$ cat src/rtl/mem_pkg.sv
// Shared types and constants for the memory bus controller and its UART register port.
package mem_pkg;

    // Controller sequencing states; every state except IDLE reports busy.
    typedef enum logic [2:0] {
        IDLE,
        RD,
        WR_SETUP,
        WR_PULSE,
        WR_HOLD,
        UART_WAIT,
        UART_RESP
    } busStateT;

    // Data-port control encodings; 2'b11 is reserved and treated as no request.
    typedef enum logic [1:0] {
        MEM_NONE  = 2'b00,
        MEM_READ  = 2'b01,
        MEM_WRITE = 2'b10,
        MEM_RSVD  = 2'b11
    } memCtrlT;

    localparam logic [15:0] DEF_UART_DATA_ADDR = 16'hBF00;
    localparam logic [15:0] DEF_UART_STAT_ADDR = 16'hBF01;

    // Bit positions inside the UART status word.
    localparam int unsigned STAT_TX_READY_BIT = 0;
    localparam int unsigned STAT_RX_VALID_BIT = 1;

endpackage

$ cat src/rtl/mem_bus_controller_uart.sv
// UART register window: address decode, read-data formatting and tx/ack intents.
// Purely combinational; the controller registers whatever it accepts.
module uart_reg_port
    import mem_pkg::*;
#(
    parameter int unsigned       ADDR_W         = 16,
    parameter int unsigned       DATA_W         = 16,
    parameter logic [ADDR_W-1:0] UART_DATA_ADDR = ADDR_W'(DEF_UART_DATA_ADDR),
    parameter logic [ADDR_W-1:0] UART_STAT_ADDR = ADDR_W'(DEF_UART_STAT_ADDR)
) (
    input  logic [ADDR_W-1:0] addr,
    input  logic              isWrite,
    input  logic [7:0]        wByte,
    input  logic              txReady,
    input  logic [7:0]        rxData,
    input  logic              rxValid,
    output logic              hit,
    output logic              holdOff,
    output logic [DATA_W-1:0] rdata,
    output logic              txFire,
    output logic [7:0]        txByte,
    output logic              rxAck
);

    logic isData;
    logic isStat;

    // Decode the window and derive what an access at this address would do right now.
    always_comb begin
        isData  = (addr == UART_DATA_ADDR);
        isStat  = (addr == UART_STAT_ADDR);
        hit     = isData || isStat;
        holdOff = isData && isWrite && !txReady;
        txFire  = isData && isWrite && txReady;
        txByte  = wByte;
        // A data read without a pending byte returns the stale byte and does not ack.
        rxAck   = isData && !isWrite && rxValid;
        rdata   = '0;
        if (isStat) begin
            rdata[STAT_TX_READY_BIT] = txReady;
            rdata[STAT_RX_VALID_BIT] = rxValid;
        end else begin
            rdata[7:0] = rxData;
        end
    end

endmodule

$ cat src/rtl/mem_bus_controller.sv
// Arbitrates the CPU data and instruction ports onto an async SRAM and a UART register window.
// Every output is registered; the next-state block computes the value each output takes
// on entry to the next state.
module mem_bus_controller
    import mem_pkg::*;
#(
    parameter int unsigned       ADDR_W         = 16,
    parameter int unsigned       DATA_W         = 16,
    parameter int unsigned       SRAM_ADDR_W    = 18,
    parameter logic [ADDR_W-1:0] UART_DATA_ADDR = ADDR_W'(DEF_UART_DATA_ADDR),
    parameter logic [ADDR_W-1:0] UART_STAT_ADDR = ADDR_W'(DEF_UART_STAT_ADDR)
) (
    input  logic                   clk,
    input  logic                   rst,
    input  logic [ADDR_W-1:0]      d_addr,
    input  logic [1:0]             d_ctrl,
    input  logic [DATA_W-1:0]      d_wdata,
    output logic [DATA_W-1:0]      d_rdata,
    output logic                   d_valid,
    input  logic                   i_req,
    input  logic [ADDR_W-1:0]      i_addr,
    output logic [DATA_W-1:0]      i_rdata,
    output logic                   i_valid,
    output logic                   busy,
    output logic [SRAM_ADDR_W-1:0] sram_addr,
    output logic [DATA_W-1:0]      sram_dq_out,
    output logic                   sram_dq_oe,
    input  logic [DATA_W-1:0]      sram_dq_in,
    output logic                   sram_ce_n,
    output logic                   sram_oe_n,
    output logic                   sram_we_n,
    output logic [7:0]             uart_tx_data,
    output logic                   uart_tx_valid,
    input  logic                   uart_tx_ready,
    input  logic [7:0]             uart_rx_data,
    input  logic                   uart_rx_valid,
    output logic                   uart_rx_ack
);

    busStateT state;
    busStateT stateNext;

    logic [ADDR_W-1:0] latAddr;
    logic [7:0]        latByte;
    logic              latFetch;

    logic              dReq;
    logic              dWrite;
    logic [ADDR_W-1:0] uAddr;
    logic              uWrite;
    logic [7:0]        uByte;

    logic              uHit;
    logic              uHold;
    logic [DATA_W-1:0] uRdata;
    logic              uTxFire;
    logic [7:0]        uTxByte;
    logic              uRxAck;

    logic                   ceNext;
    logic                   oeNext;
    logic                   weNext;
    logic                   dqOeNext;
    logic [SRAM_ADDR_W-1:0] addrNext;
    logic [DATA_W-1:0]      dqOutNext;
    logic [DATA_W-1:0]      dRdataNext;
    logic [DATA_W-1:0]      iRdataNext;
    logic                   dValidNext;
    logic                   iValidNext;
    logic                   txValidNext;
    logic [7:0]             txDataNext;
    logic                   rxAckNext;

    // Request decode; outside IDLE the UART port sees the request latched at acceptance.
    always_comb begin
        dReq   = (d_ctrl == MEM_READ) || (d_ctrl == MEM_WRITE);
        dWrite = (d_ctrl == MEM_WRITE);
        if (state == IDLE) begin
            uAddr  = d_addr;
            uWrite = dWrite;
            uByte  = d_wdata[7:0];
        end else begin
            uAddr  = latAddr;
            uWrite = 1'b1;
            uByte  = latByte;
        end
    end

    uart_reg_port #(
        .ADDR_W         (ADDR_W),
        .DATA_W         (DATA_W),
        .UART_DATA_ADDR (UART_DATA_ADDR),
        .UART_STAT_ADDR (UART_STAT_ADDR)
    ) uUartPort (
        .addr    (uAddr),
        .isWrite (uWrite),
        .wByte   (uByte),
        .txReady (uart_tx_ready),
        .rxData  (uart_rx_data),
        .rxValid (uart_rx_valid),
        .hit     (uHit),
        .holdOff (uHold),
        .rdata   (uRdata),
        .txFire  (uTxFire),
        .txByte  (uTxByte),
        .rxAck   (uRxAck)
    );

    // Capture the accepted request so later states do not depend on the port staying stable.
    always_ff @(posedge clk or negedge rst) begin
        if (!rst) begin
            latAddr  <= '0;
            latByte  <= '0;
            latFetch <= 1'b0;
        end else if (state == IDLE) begin
            latAddr  <= d_addr;
            latByte  <= d_wdata[7:0];
            latFetch <= !dReq;
        end
    end

    // State register.
    always_ff @(posedge clk or negedge rst) begin
        if (!rst) begin
            state <= IDLE;
        end else begin
            state <= stateNext;
        end
    end

    // Next state and the registered output values that go with it.
    always_comb begin
        stateNext   = state;
        ceNext      = 1'b1;
        oeNext      = 1'b1;
        weNext      = 1'b1;
        dqOeNext    = 1'b0;
        addrNext    = sram_addr;
        dqOutNext   = sram_dq_out;
        dRdataNext  = d_rdata;
        iRdataNext  = i_rdata;
        dValidNext  = 1'b0;
        iValidNext  = 1'b0;
        txValidNext = 1'b0;
        txDataNext  = uart_tx_data;
        rxAckNext   = 1'b0;
        unique case (state)
            IDLE: begin
                if (dReq) begin
                    if (uHit) begin
                        if (uHold) begin
                            stateNext = UART_WAIT;
                        end else begin
                            stateNext  = UART_RESP;
                            dValidNext = 1'b1;
                            if (!dWrite) begin
                                dRdataNext = uRdata;
                            end
                            txValidNext = uTxFire;
                            if (uTxFire) begin
                                txDataNext = uTxByte;
                            end
                            rxAckNext = uRxAck;
                        end
                    end else if (dWrite) begin
                        stateNext = WR_SETUP;
                        addrNext  = SRAM_ADDR_W'(d_addr);
                        dqOutNext = d_wdata;
                        dqOeNext  = 1'b1;
                        ceNext    = 1'b0;
                    end else begin
                        stateNext = RD;
                        addrNext  = SRAM_ADDR_W'(d_addr);
                        ceNext    = 1'b0;
                        oeNext    = 1'b0;
                    end
                end else if (i_req) begin
                    stateNext = RD;
                    addrNext  = SRAM_ADDR_W'(i_addr);
                    ceNext    = 1'b0;
                    oeNext    = 1'b0;
                end
            end
            RD: begin
                stateNext = IDLE;
                if (latFetch) begin
                    iRdataNext = sram_dq_in;
                    iValidNext = 1'b1;
                end else begin
                    dRdataNext = sram_dq_in;
                    dValidNext = 1'b1;
                end
            end
            WR_SETUP: begin
                stateNext = WR_PULSE;
                ceNext    = 1'b0;
                weNext    = 1'b0;
                dqOeNext  = 1'b1;
            end
            WR_PULSE: begin
                stateNext  = WR_HOLD;
                ceNext     = 1'b0;
                dqOeNext   = 1'b1;
                dValidNext = 1'b1;
            end
            WR_HOLD: begin
                stateNext = IDLE;
            end
            UART_WAIT: begin
                if (!uHold) begin
                    stateNext   = UART_RESP;
                    dValidNext  = 1'b1;
                    txValidNext = uTxFire;
                    if (uTxFire) begin
                        txDataNext = uTxByte;
                    end
                end
            end
            UART_RESP: begin
                stateNext = IDLE;
            end
            default: begin
                stateNext = IDLE;
            end
        endcase
    end

    // Output registers; async reset drops every strobe and drive enable immediately.
    always_ff @(posedge clk or negedge rst) begin
        if (!rst) begin
            sram_ce_n     <= 1'b1;
            sram_oe_n     <= 1'b1;
            sram_we_n     <= 1'b1;
            sram_dq_oe    <= 1'b0;
            sram_addr     <= '0;
            sram_dq_out   <= '0;
            d_rdata       <= '0;
            i_rdata       <= '0;
            d_valid       <= 1'b0;
            i_valid       <= 1'b0;
            uart_tx_valid <= 1'b0;
            uart_tx_data  <= '0;
            uart_rx_ack   <= 1'b0;
            busy          <= 1'b0;
        end else begin
            sram_ce_n     <= ceNext;
            sram_oe_n     <= oeNext;
            sram_we_n     <= weNext;
            sram_dq_oe    <= dqOeNext;
            sram_addr     <= addrNext;
            sram_dq_out   <= dqOutNext;
            d_rdata       <= dRdataNext;
            i_rdata       <= iRdataNext;
            d_valid       <= dValidNext;
            i_valid       <= iValidNext;
            uart_tx_valid <= txValidNext;
            uart_tx_data  <= txDataNext;
            uart_rx_ack   <= rxAckNext;
            busy          <= (stateNext != IDLE);
        end
    end

endmodule

$ cat config.mk
export PLATFORM = sky130hd
export DESIGN_NAME = mem_bus_controller
export DESIGN_NICKNAME = d
export VERILOG_FILES = /design/src/rtl/mem_pkg.sv /design/src/rtl/mem_bus_controller_uart.sv /design/src/rtl/mem_bus_controller.sv
export SDC_FILE = /design/constraint.sdc
export NUM_CORES = 1
export LEC_CHECK = 0
export ABC_CLOCK_PERIOD_IN_PS = 2300
export CAP_MARGIN = 30
export CORE_ASPECT_RATIO = 0.7
export CORE_MARGIN = 5
export CORE_UTILIZATION = 41
export DETAILED_ROUTE_END_ITERATION = 10
export PLACE_DENSITY = 0.76
export SLEW_MARGIN = 40
export SYNTH_ARGS = -nofsm -noshare
export SYNTH_HDL_FRONTEND = slang
export SYNTH_SLANG_ARGS = --single-unit
$ cat constraint.sdc
create_clock -name clk -period 2.3 [get_ports clk]
set_clock_uncertainty 0.05 [all_clocks]
set_input_delay 0.46 -clock clk [delete_from_list [all_inputs] [get_ports clk]]
set_output_delay 0.46 -clock clk [all_outputs]
set_load 0.01 [all_outputs]
# --- Yosys cells after proc, flatten, opt, wreduce, memory -nomap -nowiden ---
# Index checks and enable logic that the tools add are counted.
# W data, S select, Z words.
op_classes:
  n_eq_ne: 14
  muxes: 53
  n_bitwise: 1
  n_reduce_logical: 21
ops:
  columns: ["cell", "count"]
  rows:
  - ["$mux W16", 6]
  - ["$mux W18", 3]
  - ["$mux W8", 5]
  - ["$eq A16 B16 Y1 const B", 2]
  - ["$pmux W16 S2", 1]
  - ["$mux W1", 24]
  - ["$pmux W8 S2", 1]
  - ["$mux W3", 4]
  - ["$ne A2 B2 Y1 const B", 6]
  - ["$pmux W3 S4", 1]
  - ["$eq A3 B2 Y1 const B", 2]
  - ["$mux W2", 3]
  - ["$mux W6", 1]
  - ["$pmux W1 S2", 3]
  - ["$reduce_and A3 Y1", 2]
  - ["$reduce_and A6 Y1", 1]
  - ["$reduce_bool A2 Y1", 3]
  - ["$logic_and A1 B1 Y1", 5]
  - ["$pmux W1 S4", 1]
  - ["$reduce_and A4 Y1", 1]
  - ["$eq A3 B1 Y1 const B", 1]
  - ["$eq A3 B3 Y1 const B", 1]
  - ["$logic_not A1 Y1", 3]
  - ["$logic_not A3 Y1", 1]
  - ["other kinds (7)", 8]
totals:
  regBits: 111
  input_bits: 79
  output_inout_bits: 83
  word_cells: 107

# --- Longest topological paths before layout ---
depth:
  word_depth: 10
  ltp_mapped: 9
  ltp_nobuf: 7

# --- Modules after synthesis ---
# A second synthesis with hierarchy kept.
hier_totals:
  cells_unflattened: 432
  area_unflattened_um2: 4850.9
modules_own_cells:
  columns: ["mod", "n_inst", "cells_each", "area_each_um2", "seq_area_each_um2"]
  rows:
  - ["mem_bus_controller", 1, 393, 4560.6, 2731.4]
  - ["uart_reg_port", 1, 39, 290.3, 0.0]

# --- Least setup slack after synthesis ---
# Ideal clock, no wire load.
synth_timing:
  path_type: "input port to flip-flop"
  from: "input d_addr[4]"
  to: "register sram_dq_out[10]"
  setup_time_ns: 0.125
  t_arrival_ns: 2.255
  required_time_ns: 2.125
  setup_slack_ns: -0.130
  cell_stages: 7
  path_buffers: 2
  path_cell_list: "or4_1 > mux2_4 > a21o_4 > and3_4 > buf_6 > buf_12 > mux2_4"
synth_via:
  elab_chain_len: 5
  word_cells_on_any_way: 6
  cone_classes: "2 x eq/ne; 1 x mux; 1 x bitwise; 2 x reduce/logical"
synth_rtl:
  columns: ["element", "line", "text"]
  rows:
  - ["start: declaration", "mem_bus_controller.sv:15", "input logic [ADDR_W-1:0] d_addr,"]
  - ["$mux W16 (*)", null, null]
  - ["$eq A16 B16 Y1 (on tied branches)", "mem_bus_controller_uart.sv:30, mem_bus_controller_uart.sv:31", null]
  - ["$logic_or A1 B1 Y1 (*)", "mem_bus_controller_uart.sv:32", "hit = isData || isStat;"]
  - ["$not A1 Y1 (no line) (*)", null, null]
  - ["$reduce_and A4 Y1 (no line) (*)", null, null]
  - ["end signal: assignment", "mem_bus_controller.sv:251", "sram_dq_out <= dqOutNext;"]
  - ["end: declaration", "mem_bus_controller.sv:26", "output logic [DATA_W-1:0] sram_dq_out,"]
# Every way passes the cells marked *; elsewhere a longest branch is shown, timed or not.
# A chain may end at the register's enable or synchronous reset.

# --- Final worst setup path ---
layout_timing:
  from: "input d_addr[6]"
  to: "register uart_tx_data[4]"
layout_via:
  elab_chain_len: 9
  word_cells_on_any_way: 14
  cone_classes: "3 x eq/ne; 6 x mux; 5 x reduce/logical"
layout_rtl:
  columns: ["element", "line", "text"]
  rows:
  - ["$mux W16 (*)", null, null]
  - ["$eq A16 B16 Y1", "mem_bus_controller_uart.sv:30", "isData = (addr == UART_DATA_ADDR);"]
  - ["$logic_and A1 B1 Y1", "mem_bus_controller_uart.sv:33, mem_bus_controller_uart.sv:34", null]
  - ["$logic_and A1 B1 Y1", "mem_bus_controller_uart.sv:34", "txFire = isData && isWrite && txReady;"]
  - ["$mux W8 (4 in series)", null, null]
  - ["$pmux W8 S2", null, null]
  - ["end signal: assignment", "mem_bus_controller.sv:257", "uart_tx_data <= txDataNext;"]
  - ["end: declaration", "mem_bus_controller.sv:32", "output logic [7:0] uart_tx_data,"]
# Every way passes the cells marked *; elsewhere a longest branch is shown, timed or not. The select of a mux whose other input is x is not followed.

==> metrics.md <==
| Metric | Value |
|---|---|
| Status | finished, final reports clean |
| Sequential cell fraction of total power | 34.7% |
| Setup violators final | 0 |
| Placed inst area | 6940 µm² |
| Final Max Tran Viols | 0 |
| CTS Sinks | 109 |
| Worst VDD drop | 0.639 mV |
| WL final | 12800 µm |
| Final setup TNS | 0 ns |
| Final WS setup | 0.0118 ns |
| CTS H-Tree Depth | 3 |
| Final ANT Viol Nets | 0 |
| Die Height | 101 µm |
| Crit-path max FO | 4 |
| Comb pwr share | 48.4% |
| Global route overflow | 0 |
| Vias | 3768 |
| Finished Cell Area | 7400 µm² |
| TritonCTS buffer count | 9 |
| Yosys cell types | 50 |
| Hold crit path type | primary input to async pin |
| Core area | 11600 µm² |
| Number of port buffers | 159 |
| DP HPWL | 9370 µm |
| Sw frac | 33.7% |
| 1st-iter DRT viols | 152 |
| Initial antenna violation count | 0 |
| Cell count after synthesis | 404 |
| Slew margin rel. | 64.1% |
| Worst Path Required | 2.48 ns |
| CTS tree | built |
| Clock Power Share | 16.9% |
| Worst-Skew Late Latency | 0.34 ns |
| Largest net degree at the start of global routing | 41 |
| Pwr/cell area | 1260 nW/µm² |
| Synth Warn # | 0 |
| Final Hold Fails | 0 |
| Drt wl/cell | 16.6 µm |
| # nets final | 689 |
| I/O pin count | 162 |
| Ant diodes | 0 |
| Mapped cell area | 4850 µm² |
| Fin crit period | 2.29 ns |
| Synth async-reset ratio | 100% |
| Drt pass-1 iters | 4 |
| First-pass GRT wire length | 20900 µm |
| CP Class | primary input to flip-flop |
| Internal power | 0.00620 W |
| Ys flop type | dfrtp_1 |
| Total power | 0.00935 W |
| Die ar. | 14100 µm² |
| CTS Buffer Depth | 2 |
| Share of layout cells above drive strength 1 | 28.7% |
| Seq/Total Area, Yosys | 56.3% |
| # Max-Cap Violations | 0 |
| Highest clock rate | 0.437 GHz |
| Startpoint class of the critical path | primary input |
| Gr usage total | 18.7% |
| Clock root buffer master | clkbuf_16 |
| Clock Pin Slew Worst Setup and Hold Paths | 0.07 ns |
| DRC | 0 |
| Syn avg cell area | 12.0 µm² |
| NetSw | 0.00315 W |
| RSZ-0062 raised after global routing | yes |
| Arrival time of the worst setup path | 2.47 ns |
| EDFF count, synth | 0 |
| Register bit count reported by yosys | 109 |
| Worst slew pin tran | 0.539 ns |
| Vias in the first global route | 4027 |
| Post-place setup slack | -0.678 ns |
| Row Count | 33 |
| Vias per Instance | 4.89 |
| WHS | 0.0417 ns |
| Fin crit share | 99.5% |
| Worst Setup End Kind | flip-flop |
| LEAKAGE | 3.30 nW |
| GPL Wtd Cong | 0.865 |
| Starting Density | 41.7% |
| Die W | 140 µm |
| Area growth from synthesis to layout | 52.6% |
final timing paths:
kind	slack (ns)	from	cells past startpoint	endpoint
setup / recovery	0.01	d_addr[6]	7	uart_tx_data[4]
hold / removal	0.04	rst	1	d_rdata[3]
setup reg to reg	0.01	latAddr[7]	6	uart_tx_data[4]
hold reg to reg	0.42	latByte[4]	2	latByte[4]
max in group asynchronous	1.50	rst	2	sram_ce_n
min in group clk	0.36	d_addr[12]	3	latAddr[12]
synth_stat cells, types with 2 or more instances:
cell / number / area [µm²]
nor3_1: 4 / 20.0
a211oi_1: 3 / 22.5
a21oi_1: 4 / 20.0
a2111o_1: 2 / 22.5
and4b_1: 2 / 20.0
or3_1: 3 / 18.8
and3b_1: 2 / 17.5
buf_6: 2 / 22.5
dfrtp_1: 106 / 2650
inv_1: 16 / 60.1
nor4bb_1: 2 / 20.0
mux2_2: 69 / 777
mux2i_1: 10 / 100
nand2_1: 95 / 357
a21o_1: 2 / 15.0
buf_2: 5 / 25.0
nand2b_1: 2 / 12.5
o21ai_0: 11 / 55.1
o221ai_1: 3 / 26.3
dfstp_2: 3 / 78.8
or4_1: 2 / 15.0
nor2_1: 9 / 33.8
mux2_4: 10 / 150
clkbuf_1: 9 / 33.8
buf_4: 3 / 22.5
power groups by stage:
| stage | sequential (W) | combinational [W] | clock, W |
|---|---|---|---|
| after CTS | 0.00326 | 0.00454 | 0.00163 |
| after global placement | 0.00322 | 0.00435 | 0 |
| final | 0.00325 | 0.00453 | 0.00158 |
| after global routing | 0.00336 | 0.00490 | 0.00172 |
| after detailed placement | 0.00328 | 0.00443 | 0 |
| after floorplan | 0.00351 | 0.00200 | 0 |
registers in the layout, summed over array words and instances (netlist names):
name / flops
sram_we_n: 1
sram_oe_n: 1
sram_ce_n: 1
uart_tx_valid: 1
latAddr: 16
latByte: 8
sram_dq_out: 16
state: 3
busy: 1
uart_tx_data: 8
d_valid: 1
d_rdata: 16
i_rdata: 16
i_valid: 1
latFetch: 1
sram_dq_oe: 1
sram_addr: 16
uart_rx_ack: 1
placed cells by master, fill, tap and decap left out, types with 2 or more instances in the layout:
cell type          n
clkdlybuf4s50_1  147
dfrtp_1          106
nand2_1           95
mux2_2            63
buf_4             48
inv_1             16
mux2_4            16
o21ai_0           11
mux2i_1           10
clkbuf_16          9
nor2_1             8
dlygate4sd2_1      7
buf_6              5
a21oi_1            4
nor3_1             3
a211oi_2           3
buf_12             3
dfstp_2            3
nor3_4             2
nand2b_1           2
nor2_4             2
and3_4             2
a21o_1             2
a2111o_1           2
or3_1              2
o221ai_1           2
conb_1             2
inv_6              2
clkdlybuf4s15_1    2
dlymetal6s2s_1     2
worst max-delay path: stages:
cell,delay [ns]
dlygate4sd2_1,0.25
or4_4,0.50
mux2_4,0.31
a21o_4,0.20
nor3_4,0.24
buf_6,0.17
mux2_2,0.32
final cells by class:
class	count	area (µm²)
Tap cell	157	196
Sequential cell	109	2730
Inverter	16	60.1
Multi-Input combinational cell	259	2050
Timing Repair Buffer	214	2050
Fill cell	913	4240
Clock inverter	7	80.1
Clock buffer	9	225
repair_timing:
item,CTS,global route
endpoints found under the setup margin,57,44
buffers inserted,7,0
pin swaps,6,8
resized for setup,30,11
gates cloned,2,0
hold buffers,0,0
metrics by stage:
stage          util, %  instances
2_1_floorplan        -        405
3_3_place_gp      59.6        748
3_5_place_dp      59.6        748
4_1_cts           63.7        773
5_1_grt           63.6        771
6_report          63.6        771
metal layers:
| metal | routed length, µm | GRT usage, % | vias to the layer above |
|---|---|---|---|
| met5 | 0 | 0 | - |
| met4 | 99 | 3.65 | 0 |
| met3 | 919 | 5.93 | 10 |
| met2 | 5830 | 29.3 | 131 |
| met1 | 5940 | 25.8 | 1838 |
| li1 | - | - | 1789 |
cell families after synthesis:
kind of cell	synth area share, %
buffers and inverters	3.97
flip-flops	56.3
AND/OR/NAND/NOR	12.7
AO/OA/AOI/OAI	5.34
adder cells (fa/ha/maj)	0.258
other	0.0773
XOR/XNOR	0.181
multiplexers	21.2
(Power assumes the default switching activity.)
